`src/rtl/uart_pkg.sv`:
```
// Shared UART constants and state encodings for the
// string transmitter and its byte serializer.
package uart_pkg;

  localparam int UART_DATA_BITS    = 8;
  localparam int UART_FRAME_BITS   = 10;
  localparam int UART_BAUD_DIV_DEF = 10416;

  typedef enum logic [2:0] {
    IDLE,
    START,
    DATA,
    STOP,
    DONE
  } uart_state_e;

endpackage

```
`src/rtl/uart_tx_byte.sv`:
```
// 8N1 byte serializer with registered tx.
// A load in the last stop cycle chains the next frame with no gap.
module uart_tx_byte
  import uart_pkg::*;
#(
  parameter int BAUD_DIV = UART_BAUD_DIV_DEF
) (
  input  logic       clk,
  input  logic       rst,
  input  logic       load_i,
  input  logic [7:0] byte_i,
  output logic       tx_o,
  output logic       byte_done_o
);

  localparam int BW = (BAUD_DIV > 1) ? $clog2(BAUD_DIV) : 1;

  uart_state_e state_q, state_d;
  logic [BW-1:0] baud_q, baud_d;
  logic [2:0]    bit_q, bit_d;
  logic [7:0]    data_q, data_d;
  logic          tx_q, tx_d;
  logic          baud_end;
  logic [2:0]    bit_nxt;

  assign baud_end = (baud_q == BW'(BAUD_DIV - 1));
  assign bit_nxt  = bit_q + 3'd1;

  always_comb begin
    state_d     = state_q;
    baud_d      = baud_q;
    bit_d       = bit_q;
    data_d      = data_q;
    tx_d        = tx_q;
    byte_done_o = 1'b0;
    unique case (state_q)
      IDLE: begin
        tx_d = 1'b1;
        if (load_i) begin
          state_d = START;
          data_d  = byte_i;
          tx_d    = 1'b0;
          baud_d  = '0;
        end
      end
      START: begin
        baud_d = baud_q + BW'(1);
        if (baud_end) begin
          state_d = DATA;
          baud_d  = '0;
          bit_d   = '0;
          tx_d    = data_q[0];
        end
      end
      DATA: begin
        baud_d = baud_q + BW'(1);
        if (baud_end) begin
          baud_d = '0;
          if (bit_q == 3'(UART_DATA_BITS - 1)) begin
            state_d = STOP;
            bit_d   = '0;
            tx_d    = 1'b1;
          end else begin
            bit_d = bit_nxt;
            tx_d  = data_q[bit_nxt];
          end
        end
      end
      STOP: begin
        baud_d = baud_q + BW'(1);
        if (baud_end) begin
          baud_d      = '0;
          byte_done_o = 1'b1;
          if (load_i) begin
            state_d = START;
            data_d  = byte_i;
            tx_d    = 1'b0;
          end else begin
            state_d = IDLE;
            tx_d    = 1'b1;
          end
        end
      end
      default: begin
        state_d = IDLE;
        baud_d  = '0;
        bit_d   = '0;
        tx_d    = 1'b1;
      end
    endcase
  end

  always_ff @(posedge clk or posedge rst) begin
    if (rst) begin
      state_q <= IDLE;
      baud_q  <= '0;
      bit_q   <= '0;
      data_q  <= '0;
      tx_q    <= 1'b1;
    end else begin
      state_q <= state_d;
      baud_q  <= baud_d;
      bit_q   <= bit_d;
      data_q  <= data_d;
      tx_q    <= tx_d;
    end
  end

  assign tx_o = tx_q;

endmodule

```
`src/rtl/uart_str_tx.sv`:
```
// Sends a MSG_LEN-byte string, byte 0 first, per start pulse.
// Remaining bytes sit in a shift-down shadow register.
module uart_str_tx
  import uart_pkg::*;
#(
  parameter int BAUD_DIV = UART_BAUD_DIV_DEF,
  parameter int MSG_LEN  = 4
) (
  input  logic                 clk,
  input  logic                 rst,
  input  logic                 start,
  input  logic [8*MSG_LEN-1:0] msg,
  output logic                 tx,
  output logic                 busy,
  output logic                 done
);

  localparam int IW = $clog2(MSG_LEN + 1);

  uart_state_e st_q, st_d;
  logic [IW-1:0]        idx_q, idx_d;
  logic [8*MSG_LEN-1:0] shadow_q, shadow_d;
  logic                 load;
  logic [7:0]           ld_byte;
  logic                 byte_done;

  uart_tx_byte #(
    .BAUD_DIV (BAUD_DIV)
  ) u_ser (
    .clk         (clk),
    .rst         (rst),
    .load_i      (load),
    .byte_i      (ld_byte),
    .tx_o        (tx),
    .byte_done_o (byte_done)
  );

  // Top level only uses IDLE, DATA (sending) and DONE.
  always_comb begin
    st_d     = st_q;
    idx_d    = idx_q;
    shadow_d = shadow_q;
    load     = 1'b0;
    ld_byte  = shadow_q[7:0];
    unique case (st_q)
      IDLE: begin
        if (start) begin
          st_d     = DATA;
          load     = 1'b1;
          ld_byte  = msg[7:0];
          shadow_d = msg >> 8;
          idx_d    = IW'(1);
        end
      end
      DATA: begin
        if (byte_done) begin
          if (idx_q == IW'(MSG_LEN)) begin
            st_d  = DONE;
            idx_d = '0;
          end else begin
            load     = 1'b1;
            shadow_d = shadow_q >> 8;
            idx_d    = idx_q + IW'(1);
          end
        end
      end
      DONE: st_d = IDLE;
      default: begin
        st_d  = IDLE;
        idx_d = '0;
      end
    endcase
  end

  always_ff @(posedge clk or posedge rst) begin
    if (rst) begin
      st_q     <= IDLE;
      idx_q    <= '0;
      shadow_q <= '0;
    end else begin
      st_q     <= st_d;
      idx_q    <= idx_d;
      shadow_q <= shadow_d;
    end
  end

  assign busy = (st_q == DATA);
  assign done = (st_q == DONE);

endmodule

```
`config.mk`:
```
export PLATFORM = sky130hd
export DESIGN_NAME = uart_str_tx
export DESIGN_NICKNAME = d
export VERILOG_FILES = /design/src/rtl/uart_pkg.sv /design/src/rtl/uart_tx_byte.sv /design/src/rtl/uart_str_tx.sv
export SDC_FILE = /design/constraint.sdc
export NUM_CORES = 1
export LEC_CHECK = 0
export ABC_AREA = 1
export CAP_MARGIN = 20
export CORE_UTILIZATION = 45
export DETAILED_ROUTE_END_ITERATION = 10
export GPL_ROUTABILITY_DRIVEN = 0
export PLACE_DENSITY_LB_ADDON = 0.08
export SLEW_MARGIN = 10
export SYNTH_ARGS = -nofsm -noshare
export SYNTH_HDL_FRONTEND = slang
export SYNTH_SLANG_ARGS = --single-unit
```
`constraint.sdc`:
```
create_clock -name clk -period 5.5 [get_ports clk]
set_clock_uncertainty 0.15 [all_clocks]
set_input_delay 1.65 -clock clk [delete_from_list [all_inputs] [get_ports clk]]
set_output_delay 1.65 -clock clk [all_outputs]
set_load 0.03 [all_outputs]
```
==> impl_metrics.xml, run 1 <==
<?xml version="1.0" encoding="UTF-8"?>
<metrics>
  <group name="sta">
    <metric name="postLayoutSetupSlackWorst" unit="ns">1.587</metric>
    <metric name="finalMaxSlewViolations" unit="">0</metric>
    <metric name="setup_viol_count_final" unit="">0</metric>
    <metric name="timing.fmax" unit="GHz">0.2556</metric>
    <metric name="fraction_of_the_cycle_the_final_worst_path_needs" unit="%">71.14</metric>
    <metric name="final.min_clock_period" unit="ns">3.913</metric>
    <metric name="rsz0062_at_grt" unit="">false</metric>
    <metric name="final.setup.tns" unit="ns">0</metric>
    <metric name="report.final.hold_viol_count" unit="">0</metric>
    <metric name="worst-slew-pin-transition" unit="ns">0.6969</metric>
    <metric name="slew_headroom" unit="%">53.37</metric>
  </group>
  <group name="power_and_ir_drop">
    <metric name="pwr_density_cell" unit="nW/um^2">208.0</metric>
    <metric name="share_seq_of_total_power" unit="%">52.7</metric>
    <metric name="ir_worst_vdd" unit="uV">92.69</metric>
    <metric name="netSwitchingPower" unit="uW">181.3</metric>
    <metric name="p_total" unit="uW">796.3</metric>
    <metric name="internal-power" unit="uW">615.0</metric>
    <metric name="switching_share" unit="%">22.77</metric>
    <metric name="comb_power_share" unit="%">4.6</metric>
    <metric name="power.leakage" unit="uW">0.001820</metric>
    <metric name="clock_power_share" unit="%">42.8</metric>
  </group>
  <group name="synthesis">
    <metric name="number_of_instances_in_the_synthesized_netlist" unit="">414</metric>
    <metric name="ys_seq_area_share" unit="%">44.09</metric>
    <metric name="syn-mean-instance-area" unit="sq um">7.822</metric>
    <metric name="synth_ff_type" unit="">sky130_fd_sc_hd__dfrtp_1</metric>
    <metric name="synth_edf_count" unit="">0</metric>
    <metric name="synth_warnings" unit="">0</metric>
    <metric name="ys_seq_elements" unit="">57</metric>
    <metric name="syn-num-nets" unit="">459</metric>
    <metric name="mappedNetlistArea" unit="sq um">3238</metric>
    <metric name="synthDistinctLibCells" unit="">36</metric>
    <metric name="async_reset_ff_share" unit="%">100.0</metric>
  </group>
  <group name="grt">
    <metric name="antenna_found_initial" unit="">0</metric>
    <metric name="globalRouteTotalUtil" unit="%">20.65</metric>
    <metric name="first_global_vias" unit="">2642</metric>
    <metric name="globalRouteOverflowTotal" unit="">0</metric>
    <metric name="global_route_wire_length_before_repair" unit="mm">11.95</metric>
    <metric name="pin_count_of_the_biggest_net_entering_global_routing" unit="">46</metric>
  </group>
  <group name="worst_setup_path">
    <metric name="slowest_stage" unit="">sky130_fd_sc_hd__clkdlybuf4s50_1</metric>
    <metric name="timing.reg2reg.worst_path_depth" unit="">6</metric>
    <metric name="critPathTopFamily" unit="">buffers and inverters</metric>
    <metric name="setup.worst_path.end" unit="">busy</metric>
    <metric name="criticalPathCategory" unit="">flip-flop to output port</metric>
    <metric name="worst_setup_path_start_kind" unit="">flip-flop</metric>
    <metric name="crit_required" unit="ns">3.70</metric>
    <metric name="timing.critical_path.slowest_cell_delay" unit="ns">0.79</metric>
    <metric name="worst-path-max-fanout" unit="">37</metric>
    <metric name="setup.worst_path.start" unit="">st_q[2]</metric>
    <metric name="worstSetupEndpointType" unit="">output port</metric>
    <metric name="crit_chain" unit="">inv_1 -&gt; nand2_1 -&gt; inv_2 -&gt; clkdlybuf4s50_1</metric>
    <metric name="cp.buffers_inverters" unit="">3</metric>
    <metric name="timing.critical_path.arrival" unit="ns">2.11</metric>
    <metric name="regToRegStartpoint" unit="">st_q[1]</metric>
    <metric name="ff2ff_setup_slack" unit="ns">2.60</metric>
    <metric name="end_of_the_worst_register_to_register_path" unit="">u_ser.data_q[7]</metric>
    <metric name="worstSetupPathDepth" unit="">4</metric>
  </group>
  <group name="route">
    <metric name="drc" unit="">0</metric>
    <metric name="initialDrtViolationCount" unit="">130</metric>
    <metric name="detailed_route_wire_length_per_cell" unit="um">12.48</metric>
    <metric name="detail_routed_via_count_per_cell" unit="">5.007</metric>
    <metric name="dr.pass1.iters" unit="">4</metric>
    <metric name="postRouteWirelength" unit="mm">6.851</metric>
    <metric name="ant_nets" unit="">0</metric>
    <metric name="vias" unit="">2749</metric>
  </group>
  <group name="finish">
    <metric name="final_cell_utilization_of_the_core" unit="%">55.72</metric>
    <metric name="num_antenna_cells" unit="">0</metric>
    <metric name="fraction_of_final_layout_cells_sized_beyond_drive_strength_1" unit="%">7.947</metric>
    <metric name="nets" unit="">493</metric>
    <metric name="layout.filler_cells" unit="">671</metric>
    <metric name="syn_to_final_growth" unit="%">18.20</metric>
  </group>
  <group name="run_status">
    <metric name="run_status" unit="">completed</metric>
  </group>
  <group name="cts">
    <metric name="cts_buffer_depth" unit="">2</metric>
    <metric name="htreeDepth" unit="">3</metric>
    <metric name="cts_root_buf" unit="">sky130_fd_sc_hd__clkbuf_8</metric>
    <metric name="clk_pin_slew" unit="ns">0.06</metric>
    <metric name="cts_tree" unit="">built</metric>
    <metric name="cts.repair_timing.setup_buffer_count" unit="">0</metric>
    <metric name="cts_resized" unit="">0</metric>
    <metric name="cts-buffers-inserted" unit="">9</metric>
    <metric name="cts.sink_count" unit="">57</metric>
    <metric name="worst_skew_pair_later_pin_latency" unit="ns">0.34</metric>
    <metric name="cts.hold.buffers_added" unit="">0</metric>
  </group>
  <group name="placement">
    <metric name="post-place-ws" unit="ns">1.277</metric>
    <metric name="io_buffers" unit="">37</metric>
    <metric name="place_hpwl" unit="mm">4.894</metric>
  </group>
  <group name="die">
    <metric name="num_io_pins" unit="">38</metric>
    <metric name="die_y" unit="um">86.83</metric>
    <metric name="floorplan.initialDensity" unit="%">47.14</metric>
    <metric name="die_width" unit="um">86.83</metric>
    <metric name="placementRows" unit="">30</metric>
    <metric name="coreArea" unit="sq um">6869</metric>
    <metric name="dieArea" unit="sq um">7539</metric>
  </group>
  <group name="worst_hold_path">
    <metric name="hp-class" unit="">flip-flop to flip-flop</metric>
  </group>
  <group name="run">
    <metric name="timing.max_cap.violations" unit="">0</metric>
  </group>
</metrics>
metal layers:
layer	up-vias	track usage (%)	part of all wire, %
met3	9	4.857	3.5
li1	1417	-	-
met1	1271	27.83	49
met5	-	0	0
met4	0	8.182	1.4
met2	52	32.07	46
state kept, by name, summed over array words and instances (netlist names):
signal         count
shadow_q          24
u_ser.baud_q      14
st_q               2
idx_q              3
u_ser.bit_q        3
u_ser.data_q       8
u_ser.tx_o         1
u_ser.state_q      2
layout by cell type (no fill, tap or decap), types with 2 or more instances in the layout:
master                              n
sky130_fd_sc_hd__clkinv_2           4
sky130_fd_sc_hd__nand2_1          105
sky130_fd_sc_hd__xor2_1             6
sky130_fd_sc_hd__inv_1             57
sky130_fd_sc_hd__nand3_1           31
sky130_fd_sc_hd__clkdlybuf4s50_1   37
sky130_fd_sc_hd__nor2_1            21
sky130_fd_sc_hd__o211ai_1          16
sky130_fd_sc_hd__ha_1              10
sky130_fd_sc_hd__clkbuf_8          10
sky130_fd_sc_hd__nor2_2             2
sky130_fd_sc_hd__inv_2              2
sky130_fd_sc_hd__o21ai_1           10
sky130_fd_sc_hd__o31ai_1            2
sky130_fd_sc_hd__o21ai_0           41
sky130_fd_sc_hd__nor3_1             7
sky130_fd_sc_hd__nand4_1            6
sky130_fd_sc_hd__o21ai_2            6
sky130_fd_sc_hd__clkbuf_1           2
sky130_fd_sc_hd__dfrtp_1           56
sky130_fd_sc_hd__a21oi_1            5
sky130_fd_sc_hd__nand3_2            2
synthesized netlist by cell type, types with 2 or more instances:
| library cell | instances | area (sq um) |
|---|---|---|
| sky130_fd_sc_hd__buf_2 | 6 | 30.03 |
| sky130_fd_sc_hd__nor2_2 | 2 | 12.51 |
| sky130_fd_sc_hd__nand3_1 | 31 | 155.2 |
| sky130_fd_sc_hd__o21ai_0 | 41 | 205.2 |
| sky130_fd_sc_hd__a21oi_1 | 5 | 25.02 |
| sky130_fd_sc_hd__buf_4 | 3 | 22.52 |
| sky130_fd_sc_hd__xor2_1 | 6 | 52.55 |
| sky130_fd_sc_hd__nand3_2 | 2 | 20.02 |
| sky130_fd_sc_hd__nand2_1 | 105 | 394.1 |
| sky130_fd_sc_hd__nand4_1 | 6 | 37.54 |
| sky130_fd_sc_hd__ha_1 | 10 | 125.1 |
| sky130_fd_sc_hd__o21ai_1 | 10 | 50.05 |
| sky130_fd_sc_hd__nor3_1 | 7 | 35.03 |
| sky130_fd_sc_hd__o21ai_2 | 6 | 52.55 |
| sky130_fd_sc_hd__inv_1 | 58 | 217.7 |
| sky130_fd_sc_hd__dfrtp_1 | 56 | 1401 |
| sky130_fd_sc_hd__buf_6 | 2 | 22.52 |
| sky130_fd_sc_hd__o31ai_1 | 2 | 15.01 |
| sky130_fd_sc_hd__o211ai_1 | 16 | 120.1 |
| sky130_fd_sc_hd__nor2_1 | 21 | 78.83 |
| sky130_fd_sc_hd__clkbuf_1 | 4 | 15.01 |
how the worst min path moves through the flow:
stage / startpoint / to / slack [ns] / cells past startpoint
after floorplan: u_ser.data_q[6] / u_ser.data_q[6] / 0.30 / 2
after global placement: u_ser.bit_q[1] / u_ser.bit_q[1] / 0.32 / 2
after detailed placement: u_ser.bit_q[1] / u_ser.bit_q[1] / 0.33 / 2
after CTS: u_ser.bit_q[1] / u_ser.bit_q[1] / 0.34 / 2
after global routing: u_ser.data_q[4] / u_ser.data_q[4] / 0.38 / 2
final: u_ser.data_q[3] / u_ser.data_q[3] / 0.35 / 2
worst register-to-register path: stages, from the launching register on:
cell and delay, ns:
sky130_fd_sc_hd__dfrtp_1 0.40, sky130_fd_sc_hd__nor2_1 0.55, sky130_fd_sc_hd__nand2_1 0.54, sky130_fd_sc_hd__nand2_2 0.69
sky130_fd_sc_hd__nand2_4 0.26, sky130_fd_sc_hd__nand2_1 0.14, sky130_fd_sc_hd__o21ai_2 0.06
power groups by stage:
stage | Combinational, uW | Clock, uW | Sequential [uW]
2_1_floorplan | 7.25 | 0 | 427
3_3_place_gp | 35.8 | 0 | 427
3_5_place_dp | 35.7 | 0 | 427
4_1_cts | 35.8 | 347 | 419
5_1_grt | 40.4 | 367 | 419
6_report | 36.5 | 341 | 419
logic make-up after synthesis:
logic type	Yosys count	share of synthesized area, %
XOR/XNOR	6	1.623
buffers and inverters	75	9.737
AO/OA/AOI/OAI	85	15.65
AND/OR/NAND/NOR	181	25.04
flip-flops	57	44.09
adder cells (fa/ha/maj)	10	3.864
cell type report:
cell class	count	area, sq um	area share (%)
inverters	59	221.5	5.786
clock buffers	12	145.1	3.792
multi-input cells	282	1495	39.06
flip-flops and latches	57	1428	37.30
clock inverters	4	20.02	0.5230
well taps	96	120.1	3.138
repair buffers	39	397.9	10.40
through the flow:
stage / std cells / hold slack, ns / instance area [sq um]
after floorplan: 414 / 0.3048 / 3238
after global placement: 532 / 0.3217 / 3642
after detailed placement: 532 / 0.3291 / 3642
after CTS: 548 / 0.3450 / 3807
after global routing: 549 / 0.3777 / 3827
final: 549 / 0.3467 / 3827
Note: power is estimated with default switching activity, not from simulation.
==> inputs of run 2 (changes only) <==
- clock period: 5.5 -> 3.5 ns (I/O delays scaled with it)
==> impl_metrics.xml, run 2 (synthesis results as in run 1) <==
<?xml version="1.0" encoding="UTF-8"?>
<metrics>
  <group name="finish">
    <metric name="syn_to_final_growth" unit="%">19.44</metric>
    <metric name="most-common-layout-cells" unit="">sky130_fd_sc_hd__nand2_1 (105), sky130_fd_sc_hd__inv_1 (57), sky130_fd_sc_hd__dfrtp_1 (56)</metric>
    <metric name="largest_regs" unit="">shadow_q x24, u_ser.baud_q x14, u_ser.data_q x8</metric>
    <metric name="layout.filler_cells" unit="">632</metric>
    <metric name="fraction_of_final_layout_cells_sized_beyond_drive_strength_1" unit="%">8.571</metric>
    <metric name="largest_reg_flops" unit="">24</metric>
    <metric name="registers.top_by_ff_count" unit="">shadow_q</metric>
    <metric name="num_antenna_cells" unit="">0</metric>
    <metric name="final_common_cell" unit="">sky130_fd_sc_hd__nand2_1</metric>
    <metric name="nets" unit="">496</metric>
  </group>
  <group name="die">
    <metric name="coreArea" unit="sq um">6869</metric>
    <metric name="dieArea" unit="sq um">7539</metric>
    <metric name="placementRows" unit="">30</metric>
    <metric name="die_width" unit="um">86.83</metric>
    <metric name="num_io_pins" unit="">38</metric>
    <metric name="die_y" unit="um">86.83</metric>
    <metric name="floorplan.initialDensity" unit="%">47.14</metric>
  </group>
  <group name="worst_setup_path">
    <metric name="critPathTopFamily" unit="">buffers and inverters</metric>
    <metric name="worst_setup_path_start_kind" unit="">flip-flop</metric>
    <metric name="criticalPathCategory" unit="">flip-flop to output port</metric>
    <metric name="worst-path-max-fanout" unit="">3</metric>
    <metric name="timing.critical_path.slowest_cell_delay" unit="ns">0.66</metric>
    <metric name="crit_chain" unit="">inv_1 -&gt; nand2_1 -&gt; inv_2 -&gt; clkdlybuf4s50_1</metric>
    <metric name="crit_required" unit="ns">2.30</metric>
    <metric name="worstSetupEndpointType" unit="">output port</metric>
    <metric name="timing.critical_path.arrival" unit="ns">1.62</metric>
    <metric name="slowest_stage" unit="">sky130_fd_sc_hd__clkdlybuf4s50_1</metric>
    <metric name="cp.buffers_inverters" unit="">3</metric>
  </group>
  <group name="cts">
    <metric name="cts.repair_timing.setup_buffer_count" unit="">0</metric>
    <metric name="cts_buffer_depth" unit="">2</metric>
    <metric name="htreeDepth" unit="">3</metric>
    <metric name="cts_resized" unit="">0</metric>
    <metric name="cts_root_buf" unit="">sky130_fd_sc_hd__clkbuf_8</metric>
    <metric name="clk_pin_slew" unit="ns">0.06</metric>
    <metric name="cts-buffers-inserted" unit="">9</metric>
    <metric name="worst_skew_pair_later_pin_latency" unit="ns">0.34</metric>
    <metric name="cts.sink_count" unit="">57</metric>
    <metric name="cts.hold.buffers_added" unit="">0</metric>
    <metric name="cts_tree" unit="">built</metric>
  </group>
  <group name="route">
    <metric name="detail_routed_via_count_per_cell" unit="">5.015</metric>
    <metric name="drc" unit="">0</metric>
    <metric name="dr.pass1.iters" unit="">4</metric>
    <metric name="ant_nets" unit="">0</metric>
    <metric name="vias" unit="">2763</metric>
    <metric name="initialDrtViolationCount" unit="">179</metric>
    <metric name="detailed_route_wire_length_per_cell" unit="um">12.69</metric>
    <metric name="postRouteWirelength" unit="mm">6.990</metric>
  </group>
  <group name="power_and_ir_drop">
    <metric name="pwr_density_cell" unit="nW/um^2">345.4</metric>
    <metric name="power.leakage" unit="uW">0.001842</metric>
    <metric name="p_total" unit="uW">1336</metric>
    <metric name="switching_share" unit="%">21.10</metric>
    <metric name="netSwitchingPower" unit="uW">281.9</metric>
    <metric name="clock_power_share" unit="%">46.7</metric>
    <metric name="internal-power" unit="uW">1054</metric>
    <metric name="comb_power_share" unit="%">4.0</metric>
    <metric name="ir_worst_vdd" unit="uV">214.0</metric>
    <metric name="share_seq_of_total_power" unit="%">49.3</metric>
  </group>
  <group name="sta">
    <metric name="setup_viol_count_final" unit="">0</metric>
    <metric name="fraction_of_the_cycle_the_final_worst_path_needs" unit="%">80.61</metric>
    <metric name="final.setup.tns" unit="ns">0</metric>
    <metric name="timing.fmax" unit="GHz">0.3544</metric>
    <metric name="rsz0062_at_grt" unit="">false</metric>
    <metric name="report.final.hold_viol_count" unit="">0</metric>
    <metric name="slew_headroom" unit="%">52.36</metric>
    <metric name="finalMaxSlewViolations" unit="">0</metric>
    <metric name="worst-slew-pin-transition" unit="ns">0.7147</metric>
    <metric name="final.min_clock_period" unit="ns">2.821</metric>
  </group>
  <group name="grt">
    <metric name="global_route_wire_length_before_repair" unit="mm">12.21</metric>
    <metric name="pin_count_of_the_biggest_net_entering_global_routing" unit="">58</metric>
    <metric name="first_global_vias" unit="">2684</metric>
    <metric name="globalRouteTotalUtil" unit="%">21.05</metric>
    <metric name="globalRouteOverflowTotal" unit="">0</metric>
    <metric name="antenna_found_initial" unit="">0</metric>
  </group>
  <group name="placement">
    <metric name="io_buffers" unit="">37</metric>
    <metric name="place_hpwl" unit="mm">4.973</metric>
  </group>
  <group name="worst_hold_path">
    <metric name="hp-class" unit="">flip-flop to flip-flop</metric>
  </group>
  <group name="run">
    <metric name="timing.max_cap.violations" unit="">0</metric>
  </group>
  <group name="run_status">
    <metric name="run_status" unit="">completed</metric>
  </group>
</metrics>
## run 2: cell types whose count changed in the layout (fill, tap and decap cells not counted)
cell | before | now
sky130_fd_sc_hd__buf_12 | 1 | 0
sky130_fd_sc_hd__clkinv_2 | 4 | 2
sky130_fd_sc_hd__clkbuf_1 | 2 | 1
sky130_fd_sc_hd__clkbuf_8 | 10 | 11
sky130_fd_sc_hd__bufinv_16 | 0 | 1
sky130_fd_sc_hd__buf_4 | 1 | 5
## run 2: power by group through the flow
stage,clock network [uW],registers (uW),logic [uW]
2_1_floorplan,0,671,11.4
3_3_place_gp,0,671,56.0
5_1_grt,667,658,59.5
3_5_place_dp,0,671,55.2
6_report,623,659,53.7
4_1_cts,638,659,55.4
## run 2: per-layer routing
layer / routed length, um / global-route usage, % / up-vias
li1: - / - / 1421
met1: 3461 / 28.22 / 1282
met2: 3173 / 32.93 / 51
met3: 242 / 4.571 / 9
met4: 112 / 8.788 / 0
met5: 0 / 0 / -
## run 2: cell type report
class | count | area [sq um] | area share [%]
flip-flops and latches | 57 | 1428 | 36.91
repair buffers | 42 | 407.9 | 10.55
inverters | 59 | 221.5 | 5.726
well taps | 96 | 120.1 | 3.106
multi-input cells | 282 | 1495 | 38.66
clock buffers | 12 | 155.1 | 4.012
clock inverters | 3 | 40.04 | 1.035
## run 2: path summary, 6_finish.rpt
kind / startpoint / end / slack [ns] / cells past startpoint
min reg2reg: u_ser.data_q[7] / u_ser.data_q[7] / 0.34 / 2
min: u_ser.data_q[7] / u_ser.data_q[7] / 0.34 / 2
min in group asynchronous: rst / u_ser.bit_q[1] / 1.09 / 3
max: st_q[2] / busy / 0.68 / 4
max in group asynchronous: rst / shadow_q[19] / 1.63 / 3
max reg2reg: st_q[1] / shadow_q[10] / 1.28 / 6
## run 2: stage by stage
stage / cell area (sq um) / util [%] / setup WS, ns / hold slack, ns / instances
finish: 3867 / 56.30 / 0.6786 / 0.3432 / 551
global route: 3867 / 56.30 / 0.5745 / 0.3644 / 551
CTS: 3867 / 56.30 / 0.6686 / 0.3498 / 551
detailed placement: 3672 / 53.46 / 0.5191 / 0.3235 / 536
global placement: 3672 / 53.46 / 0.5751 / 0.3206 / 536
floorplan: 3238 / - / 0.9020 / 0.3048 / 414
## run 2: worst min-delay path, stage by stage, from the launching register on
cell                      delay, ns
sky130_fd_sc_hd__dfrtp_1       0.35
sky130_fd_sc_hd__nand2_1       0.07
sky130_fd_sc_hd__o21ai_2       0.05
==> RTL change 1, RTL diff (config.mk and constraints of run 1) <==
Register the outputs `busy` and `done`, with the module's reset; this adds one clock of latency there. The other outputs are not delayed to match.
--- a/src/rtl/uart_str_tx.sv
+++ b/src/rtl/uart_str_tx.sv
@@ -84,8 +84,15 @@
     end
   end
 
-  assign busy = (st_q == DATA);
-  assign done = (st_q == DONE);
+  always_ff @(posedge clk or posedge rst) begin
+    if (rst) begin
+      busy <= '0;
+      done <= '0;
+    end else begin
+      busy <= (st_q == DATA);
+      done <= (st_q == DONE);
+    end
+  end
 
 endmodule
 
Function: changed (Yosys sat finds a counterexample within 4 cycles, from zero or initial values and one cycle with rst high).
==> RTL change 1 against run 1 <==
Fmax is 0.87% higher; non-clock buffer count is 1 lower; setup slack better by 0.034 ns; synthesized area is 1.4% higher; sequential cell count is 2 higher; utilization is 1.2 points higher; count of clock-buffer cells in the layout stayed put; total power is 20% higher; synthesized cell count stayed put; routed wire length is 0.31% lower; final area is 2.6% higher; largest cell class unchanged.
==> RTL change 1: results (changes against run 1) <==
Synthesis
  – Most frequent cells after synthesis: nand2_1, dfrtp_1, inv_1, o21ai_0, nand3_1
  – Sequential fraction of the synthesis area: 45.02% (+0.94 points)

Timing
  – Worst slew pin tran: 0.9246 ns (+0.2277 ns)
  – Hold_ws: 0.3322 ns (-0.01446 ns)

Drt
  – Final WL: 6.830 mm (-0.31%)
  – DRT iter0 DRCs: 115 (-12%)
  – Met3 WL post-DR: 224 um (-7.1%)
  – Post-DR vias/cell: 4.887 (-2.4%)

Critical path
  – Crit path capture type: flop
  – CP top delay family: simple AND/OR/NAND/NOR gates
  – WP data arrival: 3.94 ns (+1.83 ns)
  – Peak fanout along the critical path: 42 (+14%)
  – Flop2flop setup slack: 2.61 ns (about the same)
  – Critical Path Max Stage Delay: 0.70 ns (-0.09 ns)
  – Worst Setup SP: start
  – Slowest stage cell, crit path: nand2_2

Final layout
  – Nets: 492 (-0.20%)
  – Multi-input combinational area share: 37.99% (-1.1 points)
  – Non-Clock Buffer Area Fraction: 9.618% (-0.78 points)
  – Util after Layout: 56.88% (+1.2 points)
  – Clk tree area frac: 6.178% (+1.9 points)
  – Multi-input combinational cell count: 281 (-0.35%)
  – Layout cells sized above 1: 7.743% (-0.20 points)

GRT
  – GRT Util Overall: 20.44% (-0.21 points)
  – Largest net degree at the start of global routing: 45 (-2.2%)
  – Vias in the first global route: 2,547 (-3.6%)
  – Met1 Usage GRT: 28.84% (+1.0 points)
  – First-pass GRT wire length: 11.90 mm (-0.46%)
  – Met2 usage: 31.18% (-0.89 points)

Outcome
  – Status: finished, final reports clean

Hold path
  – Hold Startpoint: u_ser.data_q[7]

Pwr
  – Peak VDD IR: 0.0001220 V (+32%)
  – P_leak: 1.849 nW (+1.6%)

Placement
  – Placed Area: 0.003686 mm^2 (+1.2%)
  – Detail Placement HPWL: 4.887 mm (-0.14%)
  – Dpl ws: 1.284 ns (+0.007660 ns)

Clocking
  – Clk sinks: 59 (+3.5%)
-- RTL change 1: cell types whose count changed after synthesis, sizes merged --
| cell | delta |
|---|---|
| nor3 | +1 |
| nor2 | -2 |
| nand3 | -1 |
| dfrtp | +2 |
| inv | -1 |
| a21oi | +1 |
-- RTL change 1: power breakdown --
| part | leakage (nW) | total (mW) | internal [mW] | switching (mW) |
|---|---|---|---|---|
| combinational | 0.948 | 0.0349 | 0.0215 | 0.0133 |
| sequential | 0.785 | 0.434 | 0.434 | 0 |
| clock | 0.117 | 0.486 | 0.314 | 0.172 |
-- RTL change 1: kinds of logic (layout without fill, tap and decap cells) --
kind of cell	after synthesis	after routing	share of synthesized area [%]
fa+ha+maj	10	10	3.812
flops	59	59	45.02
buf+inv	74	112	9.493
xor+xnor	6	6	1.601
simple gates	179	179	24.48
compound gates	86	86	15.59
==> RTL change 2, RTL diff (flow settings as in run 1) <==
Made on the original files. Change the parameter `MSG_LEN` from 4 to 8.
--- a/src/rtl/uart_str_tx.sv
+++ b/src/rtl/uart_str_tx.sv
@@ -4,7 +4,7 @@
   import uart_pkg::*;
 #(
   parameter int BAUD_DIV = UART_BAUD_DIV_DEF,
-  parameter int MSG_LEN  = 4
+  parameter int MSG_LEN  = 8
 ) (
   input  logic                 clk,
   input  logic                 rst,
Interface: changed (resized msg); port bits go from 38 to 70. No check against the original RTL was run, so the function may have changed too.
==> RTL change 2 against run 1 <==
Final area increased by 47%; via count increased by 44%; total power increased by 54%; setup slack improved by 0.39 ns; routed wire length increased by 49%; combinational power increased by 77%; synthesized area increased by 43%; sequential cell count increased by 33; highest routed layer unchanged.
==> RTL change 2: results (changes against run 1) <==
Synthesis
  – Main area contributors after synthesis: dfrtp_1, nand2_1, a31oi_1
  – Yosys cell types: 31 (-14%)
  – Sequential fraction of the synthesis area: 48.60% (+4.5 points)
  – Most frequent cells after synthesis: nand2_1, dfrtp_1, nor2_1, a31oi_1, inv_1

Drt
  – Detailed-routing iteration count for the pre-antenna-repair pass: 5 (+1)
  – DRT iter0 DRCs: 159 (+22%)
  – Met2 WL: 4.777 mm (+53%)
  – Via count: 3,958 (+44%)
  – Drt wl/cell: 13.14 um (+5.3%)
  – Wire length on met1: 4.914 mm (+45%)

Critical path
  – Worst r2r path cells: 9 (+3)
  – Peak fanout along the critical path: 3 (-92%)
  – WP data arrival: 1.72 ns (-0.39 ns)
  – Critical R2R Launch: st_q[2]
  – R2r endpoint: shadow_q[29]
  – Flop2flop setup slack: 2.62 ns (+0.02 ns)

Final layout
  – Biggest regs: shadow_q x56, u_ser.baud_q x14, u_ser.data_q x8
  – Register area: 0.002253 mm^2 (+58%)
  – # fillers: 932 (+39%)
  – Layout cells sized above 1: 6.502% (-1.4 points)
  – Nets: 718 (+46%)

GRT
  – Largest net degree at the start of global routing: 91 (+98%)
  – GRT Util Overall: 20.16% (-0.49 points)
  – Met1 Usage GRT: 28.11% (+0.28 points)

Placement
  – PortBufs: 69 (+86%)

Clocking
  – Worst-Skew Late Latency: 0.36 ns (+0.02 ns)

Timing
  – Slew margin rel.: 64.43% (+11 points)

Outcome
  – Status: finished, final reports clean
-- RTL change 2: cell count changes after synthesis, sizes merged, moves of 16 or more --
cell,change
a31oi,+47
nor2,+54
o21ai,-29
o211ai,-16
inv,-21
nand2,+73
dfrtp,+33
-- RTL change 2: cell families after synthesis --
group | synth area share, %
buffers and inverters | 6.341
DFF | 48.60
and+or+nand+nor | 28.47
adders and majority gates | 2.698
muxes | 1.727
AOI/OAI and AO/OA | 11.79
xor gates and xnor gates | 0.3778
-- RTL change 2: worst min-delay path by stage --
stage,cells past startpoint,to,slack [ns]
final,2,u_ser.data_q[3],0.35
after global routing,2,u_ser.data_q[3],0.36
after CTS,2,u_ser.data_q[3],0.35
after detailed placement,2,u_ser.data_q[3],0.32
after global placement,2,u_ser.data_q[1],0.32
after floorplan,2,u_ser.data_q[1],0.31
-- RTL change 2: critical path, cell delays in order (launching register included) --
cell,delay [ns]
dfrtp_1,0.43
inv_1,0.09
nand2_1,0.08
clkinv_1,0.10
clkdlybuf4s50_1,0.67
-- RTL change 2: power breakdown --
group	switching, mW	internal [mW]
clock network	0.243	0.255
registers	0	0.661
logic	0.0221	0.0425
-- RTL change 2: final cells by class --
class / instances / share of cell area [%]
repair buffers: 75 / 13.30
clock buffers: 9 / 2.202
multi-input cells: 425 / 37.15
clock inverters: 7 / 1.624
flip-flops and latches: 90 / 40.07
well taps: 133 / 2.959
inverters: 40 / 2.692
-- RTL change 2: metrics by stage --
step / worst slack [ns] / std cells / power, mW / hold slack, ns
global placement: 1.729 / 763 / 0.7408 / 0.3240
global route: 1.819 / 779 / 1.260 / 0.3619
CTS: 1.941 / 779 / 1.236 / 0.3460
detailed placement: 1.683 / 763 / 0.7405 / 0.3224
floorplan: 1.366 / 582 / 0.6851 / 0.3053
finish: 1.979 / 779 / 1.224 / 0.3468
